`config.mk`:
```
export PLATFORM = sky130hd
export DESIGN_NAME = quad_decoder
export DESIGN_NICKNAME = d
export VERILOG_FILES = /design/src/rtl/quad_decoder_pkg.sv /design/src/rtl/quad_debounce.sv /design/src/rtl/quad_decoder.sv
export SDC_FILE = /design/constraint.sdc
export NUM_CORES = 1
export LEC_CHECK = 0
export CORE_MARGIN = 2
export CORE_UTILIZATION = 40
export DETAILED_ROUTE_END_ITERATION = 8
export MAX_ROUTING_LAYER = met4
export PLACE_DENSITY_LB_ADDON = 0.3
export SYNTH_ARGS = -nofsm -noshare
export SYNTH_HDL_FRONTEND = slang
export SYNTH_SLANG_ARGS = --single-unit
```
`constraint.sdc`:
```
create_clock -name clk -period 4.4 [get_ports clk]
set_clock_uncertainty 0.1 [all_clocks]
set_input_delay 0.44 -clock clk [delete_from_list [all_inputs] [get_ports clk]]
set_output_delay 0.44 -clock clk [all_outputs]
set_load 0.05 [all_outputs]
```
`src/rtl/quad_decoder_pkg.sv`:
```
// Shared quadrature constants and transition classification for the decoder and
// the quadrature state generator.
package quad_pkg;

  localparam logic [1:0] Q00 = 2'b00;
  localparam logic [1:0] Q01 = 2'b01;
  localparam logic [1:0] Q11 = 2'b11;
  localparam logic [1:0] Q10 = 2'b10;

  localparam logic DirFwd = 1'b1;
  localparam logic DirRev = 1'b0;

  typedef enum logic [1:0] {
    MoveNone,
    MoveFwd,
    MoveRev,
    MoveIllegal
  } move_e;

  // Forward order is 00 -> 01 -> 11 -> 10 -> 00.
  function automatic logic [1:0] fwd_next(input logic [1:0] s);
    logic [1:0] n;
    unique case (s)
      Q00:     n = Q01;
      Q01:     n = Q11;
      Q11:     n = Q10;
      default: n = Q00;
    endcase
    return n;
  endfunction

  function automatic move_e classify(input logic [1:0] old_s, input logic [1:0] new_s);
    move_e m;
    if (new_s == old_s) begin
      m = MoveNone;
    end else if (new_s == fwd_next(old_s)) begin
      m = MoveFwd;
    end else if (old_s == fwd_next(new_s)) begin
      m = MoveRev;
    end else begin
      m = MoveIllegal;
    end
    return m;
  endfunction

endpackage

```
`src/rtl/quad_debounce.sv`:
```
// Two-flop synchronizer plus strobe-driven run-length filter for the {A,B} pair.
// chg_o pulses with the filtered update once primed; old_o holds the value it replaced.
module quad_debounce
  import quad_pkg::*;
#(
  parameter int unsigned DEBOUNCE_SAMPLES = 3
) (
  input  logic       clk_i,
  input  logic       rst_i,
  input  logic       sample_en_i,
  input  logic [1:0] raw_i,
  output logic [1:0] filt_o,
  output logic [1:0] old_o,
  output logic       chg_o
);

  localparam logic [3:0] CntAccept = 4'(DEBOUNCE_SAMPLES);
  localparam logic [3:0] CntMax    = 4'hF;

  logic [1:0] sync1_q, sync2_q;
  logic [1:0] prev_q, prev_d;
  logic [3:0] cnt_q, cnt_d;
  logic [1:0] filt_q, filt_d;
  logic [1:0] old_q, old_d;
  logic       primed_q, primed_d;
  logic       chg_q, chg_d;

  always_comb begin
    prev_d   = prev_q;
    cnt_d    = cnt_q;
    filt_d   = filt_q;
    old_d    = old_q;
    primed_d = primed_q;
    chg_d    = 1'b0;
    if (sample_en_i) begin
      prev_d = sync2_q;
      if (sync2_q == prev_q) begin
        cnt_d = (cnt_q == CntMax) ? cnt_q : cnt_q + 4'd1;
      end else begin
        cnt_d = 4'd1;
      end
      // The first accepted value only primes the filter; no change is reported.
      if (cnt_d >= CntAccept && (!primed_q || sync2_q != filt_q)) begin
        filt_d   = sync2_q;
        old_d    = filt_q;
        primed_d = 1'b1;
        chg_d    = primed_q;
      end
    end
  end

  always_ff @(posedge clk_i) begin
    if (rst_i) begin
      sync1_q  <= Q00;
      sync2_q  <= Q00;
      prev_q   <= Q00;
      cnt_q    <= 4'd0;
      filt_q   <= Q00;
      old_q    <= Q00;
      primed_q <= 1'b0;
      chg_q    <= 1'b0;
    end else begin
      sync1_q  <= raw_i;
      sync2_q  <= sync1_q;
      prev_q   <= prev_d;
      cnt_q    <= cnt_d;
      filt_q   <= filt_d;
      old_q    <= old_d;
      primed_q <= primed_d;
      chg_q    <= chg_d;
    end
  end

  assign filt_o = filt_q;
  assign old_o  = old_q;
  assign chg_o  = chg_q;

endmodule

```
`src/rtl/quad_decoder.sv`:
```
// Quadrature decoder: debounced {A,B} transitions drive a wrapping signed position
// counter, a one-clk step strobe, the last direction and a sticky illegal-move flag.
module quad_decoder
  import quad_pkg::*;
#(
  parameter int unsigned COUNT_WIDTH      = 16,
  parameter int unsigned DEBOUNCE_SAMPLES = 3
) (
  input  logic                   clk,
  input  logic                   rst,
  input  logic                   sample_en,
  input  logic [1:0]             quad_in,
  input  logic                   err_clr,
  output logic [COUNT_WIDTH-1:0] position,
  output logic                   step_valid,
  output logic                   dir,
  output logic                   err
);

  localparam logic [COUNT_WIDTH-1:0] PosOne = COUNT_WIDTH'(1);

  logic [1:0] filt, filt_old;
  logic       filt_chg;
  move_e      move;

  logic [COUNT_WIDTH-1:0] position_q, position_d;
  logic                   step_valid_q, step_valid_d;
  logic                   dir_q, dir_d;
  logic                   err_q, err_d;

  quad_debounce #(
    .DEBOUNCE_SAMPLES(DEBOUNCE_SAMPLES)
  ) u_debounce (
    .clk_i      (clk),
    .rst_i      (rst),
    .sample_en_i(sample_en),
    .raw_i      (quad_in),
    .filt_o     (filt),
    .old_o      (filt_old),
    .chg_o      (filt_chg)
  );

  always_comb begin
    move         = filt_chg ? classify(filt_old, filt) : MoveNone;
    position_d   = position_q;
    step_valid_d = 1'b0;
    dir_d        = dir_q;
    err_d        = err_clr ? 1'b0 : err_q;
    unique case (move)
      MoveFwd: begin
        position_d   = position_q + PosOne;
        dir_d        = DirFwd;
        step_valid_d = 1'b1;
      end
      MoveRev: begin
        position_d   = position_q - PosOne;
        dir_d        = DirRev;
        step_valid_d = 1'b1;
      end
      // A new illegal move wins over a coincident clear.
      MoveIllegal: err_d = 1'b1;
      default: ;
    endcase
  end

  always_ff @(posedge clk) begin
    if (rst) begin
      position_q   <= '0;
      step_valid_q <= 1'b0;
      dir_q        <= DirFwd;
      err_q        <= 1'b0;
    end else begin
      position_q   <= position_d;
      step_valid_q <= step_valid_d;
      dir_q        <= dir_d;
      err_q        <= err_d;
    end
  end

  assign position   = position_q;
  assign step_valid = step_valid_q;
  assign dir        = dir_q;
  assign err        = err_q;

endmodule
```
* Word level (Yosys, flattened, before mapping) *
Cells that the tools add are included.
Widths: inputs -> output; s select.

cells by class
  $add $sub $neg = 3
  magnitude comparators = 1
  equality and inequality tests = 13
  muxes and demuxes = 17
  bitwise operators = 2
  reductions and logical operators = 10

operator list
  operator               number
  $pmux 16 s2            1
  $add 16x1->16 const B  1
  $sub 16x1->16 const B  1
  $mux 2                 6
  $mux 4                 3
  $pmux 2 s3             2
  $eq 2x2->1             4
  $eq 2x2->1 const B     4
  $eq 2x1->1 const B     3
  $add 4x1->4 const B    1
  $eq 4x4->1 const B     1
  $ge 4x2->1 const B     1
  $logic_not 2->1        2
  $mux 1                 4
  $reduce_bool 2->1      2
  $reduce_or 3->1        1
  $ne 2x2->1             1
  $not 1->1              2
  $pmux 1 s2             1
  $reduce_and 2->1       1
  $reduce_or 2->1        1
  $logic_and 1x1->1      1
  $logic_not 1->1        1
  $logic_or 1x1->1       1

storage, ports and cells
  bits in registers = 35
  input bits = 6
  output and inout bits = 19
  logic and storage cells = 58

* Longest topological paths before layout *
  depth in word-level cells = 14
  gate-level depth with buffers = 13
  gate-level depth less buffers = 11

* Hierarchy *
A second synthesis with hierarchy kept.

unflattened totals
  cells, all modules = 247
  area, all modules = 2159.6 µm²

by module, submodules not included
  module         times used  cells each  area each (µm²)  sequential area each (µm²)
  quad_decoder   1           173         1436.4           380.4
  quad_debounce  1           74          723.2            320.3

* Worst setup path after synthesis *
No wires, ideal clock.

  path type = reg2reg
  from = reg u_debounce.filt_q[0], in the netlist u_debounce.filt_o[0]
  to = reg position_q[9], in the netlist position[9]
  library setup time = 0.092 ns
  arrival = 2.853 ns
  required time = 4.208 ns
  slack = 1.354 ns
  stages on the path, launching flop included = 12
  buffers on the path = 1
  clock period less this slack = 3.046 ns
  path through = dfxtp_1 buf_2 nor2b_1 a211o_1 and3_1 ha_1 ha_1 a211o_1 a221oi_2 a211oi_1 o21a_1 o32ai_1

between the ends
  longest elaborated chain between the ends = 11
  elaborated cells between the ends (all ways) = 17
  those cells by class = 7 x eq/ne; 8 x mux; 2 x reduce/logical

ends and longest elaborated chain
  element                                                  RTL line                RTL
  start: declaration                                       quad_debounce.sv:23     logic [1:0] filt_q, filt_d;
  start signal: assignment                                 quad_debounce.sv:67     filt_q <= filt_d;
  $eq 2x2->1, or another cell as far along                 quad_decoder_pkg.sv:23  unique case (s)
  $pmux 2 s3                                               quad_decoder_pkg.sv:23
  $mux 2                                                   quad_decoder_pkg.sv:36  end else if (new_s == fwd_next(old_s)) begin
  $mux 2                                                   quad_decoder_pkg.sv:34  if (new_s == old_s) begin
  $eq 2x2->1                                               quad_decoder_pkg.sv:38  end else if (old_s == fwd_next(new_s)) begin
  $mux 1                                                   quad_decoder_pkg.sv:38
  $mux 2                                                   quad_decoder_pkg.sv:36
  $mux 2 (*)                                               quad_decoder_pkg.sv:34
  $mux 2 (*)                                               quad_decoder.sv:44      move = filt_chg ? classify(filt_old, filt) : MoveNone;
  $eq 2x2->1 / $eq 2x1->1 (equally long branches)          quad_decoder.sv:49      unique case (move)
  $pmux 16 s2 / $reduce_bool 2->1 (equally long branches)  -
  end signal: assignment                                   quad_decoder.sv:73      position_q <= position_d;
  end: declaration                                         quad_decoder.sv:26      logic [COUNT_WIDTH-1:0] position_q, position_d;

Mark *: on every way between the ends. The rest lies on a longest branch, timed or not. The select of a mux whose other input is x is not followed.
A chain may end at the register's enable or synchronous reset.

* Worst setup path after layout *
Ends and elaborated chain as after synthesis.

==> impl_metrics.yaml <==
pwr:
  intPower_uw: 449.2
  clockPowerShare_pct: 40.4
  power_frac_comb_pct: 5.5
  p_switching_uw: 152.9
  power_density_nw_per_um2: 232.9
  seqPwrFrac_pct: 54.1
  p_total_uw: 602.1
  vdd_drop_max_v: 0.0001295
  power_switching_share_pct: 25.39
  p_leak_nw: 1.048
clock_tree:
  clock_sinks: 35
  clock_latency_ns: 0.29
  ctsLongestPathBuffers: 2
  cts-resized-gates: 0
  cts.reportedPaths.clkPinSlew_ns: 0.08
  holdBufCountCts: 0
  clockRootBuffer: "clkbuf_8"
  cts_tree: "built"
  h-tree-depth: 2
  post-cts-setup-buffers: 0
  numCtsBuffers: 5
floorplan:
  rows: 27
  ios: 25
  initial_core_util_pct: 41.27
  chipHeight_um: 79.14
  dieArea_um2: 6263
  coreArea_um2: 5473
  die_w_um: 79.14
synthesis:
  ys_types: 51
  synthFlopType: "dfxtp_1"
  synth.most_common_cell: "dfxtp_1"
  yosys_warnings: 0
  synth_area_leaders: "dfxtp_1, ha_1, a21oi_1"
  synth_top_area_share_pct: 31.02
  netlist_instances: 266
  ys_ff_latch: 35
  synth_common_cells: "dfxtp_1, nand2_1, a21oi_1, ha_1, nor2_1"
  syn_area_per_cell_um2: 8.490
  synth_area_um2: 2258
  yosysSeqAreaShare_pct: 31.02
  synth-edff-count: 0
  yosysTopAreaCell: "dfxtp_1"
  postSynth.asyncResetShare_pct: 0
  syn_nets: 290
final_layout:
  antenna_cells: 0
  area_delta_synth_final_pct: 14.46
  drive_gt1_share_pct: 5.245
  final_area_um2: 2585
  multi_input_area_um2: 1413
  nets: 309
  fillers: 550
  seq_area_um2: 700.7
  utilization_pct: 47.23
  final_cells: 358
outcome:
  status: "finished clean"
critical_path:
  crit_path_start_kind: "flip-flop"
  worstPathArrival_ns: 3.62
  cp-end-kind: "flip-flop"
  worstSetupPathType: "flip-flop to flip-flop"
  crit_fanout: 20
  cp.required_ns: 4.50
routing:
  drc: 0
  wl_met2_um: 2139
  finalWirelength_um: 4857
  vias: 2002
  top_layer: "met4"
  via_per_inst: 5.592
  post_drt_wl_per_cell_um: 13.57
  drtAntennaViolNets: 0
  dr.first_iter.drc_count: 108
  firstDrtPassIters: 4
  met1Wirelength_um: 2484
  wl_met3_um: 193
sta:
  max-slew-margin-rel_pct: 45.49
  worst_pin_slew_ns: 0.8176
  whs_ns: 0.3386
  setup_ws_ns: 0.8804
  maxSlewViolCount: 0
  hold_viol: 0
  fmax_ghz: 0.2841
  finalSetupTns_ns: 0
  fin_crit_ns: 3.520
  setup_violations: 0
  rsz0062_at_grt: "no"
  fin_crit_sh_pct: 79.99
global_routing:
  grt-ovfl-total: 0
  grt_pass1_wl_um: 8424
  grt_usage_pct: 16.78
  grt_max_degree: 36
  antenna_found_initial: 0
  grt_pass1_vias: 1830
worst_hold_path:
  hold_path_class: "flip-flop to flip-flop"
placement:
  place_congestion: 0.8756
  io_buffers: 24
  placed_cell_area_um2: 2492
  place_inst: 350
  dp_hpwl_um: 3354
  dpl_worst_slack_ns: 0.9139
run:
  cap_violations: 0
-- logic make-up (layout without fill, tap and decap cells) --
kind of cell | count (synthesis) | count (layout) | share of synthesized area [%]
buf+inv | 24 | 44 | 6.427
flops | 35 | 35 | 31.02
xor+xnor | 10 | 10 | 3.878
mux | 7 | 7 | 3.158
simple gates | 89 | 89 | 19.45
compound gates | 83 | 83 | 25.76
fa+ha+maj | 18 | 18 | 10.30
-- layout by cell type, fill, tap and decap left out, types with 8 or more instances in the layout --
master and count:
inv_1 11, dfxtp_1 35, o211ai_1 10, nor2b_1 8
o21ai_0 12, clkdlybuf4s50_1 24, ha_1 17, nand3_1 10
nor2_1 16, nand2_1 28, a21oi_1 23
-- worst max-delay path, stage by stage (launching register included) --
cell,delay (ns)
dfxtp_1,0.48
nor2b_1,0.10
a21oi_1,0.13
nand2_1,0.07
o211ai_1,0.13
ha_1,0.71
ha_1,0.38
a211o_1,0.32
a221oi_2,0.39
a211oi_1,0.17
o21a_1,0.20
o32ai_1,0.25
-- path summary, 6_finish.rpt --
path                                                         from                                to  slack [ns]  depth (start not counted)
worst max-delay path            u_debounce.filt_o[0]$_SDFFE_PP0P_          position[9]$_SDFFE_PP0P_        0.88                         11
worst min-delay path             u_debounce.sync1_q[1]$_SDFF_PP0_  u_debounce.sync2_q[1]$_SDFF_PP0_        0.34                          1
worst min register to register   u_debounce.sync1_q[1]$_SDFF_PP0_  u_debounce.sync2_q[1]$_SDFF_PP0_        0.34                          1
worst max register to register  u_debounce.filt_o[0]$_SDFFE_PP0P_          position[9]$_SDFFE_PP0P_        0.88                         11
-- metal layers --
metal  global-route usage [%]  vias up
met5                        -        -
met3                    3.182        4
met4                    5.517        0
met2                    25.42       41
met1                    22.59      940
li1                         -     1017
-- flip-flops by register name, summed over array words and instances (netlist names) --
signal               flops
u_debounce.chg_o         1
u_debounce.primed_q      1
position                16
u_debounce.prev_q        2
step_valid               1
u_debounce.old_o         2
u_debounce.filt_o        2
err                      1
u_debounce.sync2_q       2
dir                      1
u_debounce.cnt_q         4
u_debounce.sync1_q       2
-- cell type report --
type	count	share of cell area, %
multi-input combinational	207	54.65
sequential	35	27.11
timing repair buffer	25	9.584
tap	72	3.485
clock buffer	5	2.662
inverter	11	1.597
clock inverter	3	0.9197
-- power groups by stage --
| stage | Clock, mW | Combinational (mW) | Sequential, mW |
|---|---|---|---|
| final | 0.244 | 0.0331 | 0.325 |
| after global routing | 0.269 | 0.0369 | 0.326 |
| after CTS | 0.255 | 0.0333 | 0.325 |
| after detailed placement | 0 | 0.0331 | 0.333 |
| after global placement | 0 | 0.0331 | 0.333 |
| after floorplan | 0 | 0.0275 | 0.332 |
Power figures use the tool's default switching activity.
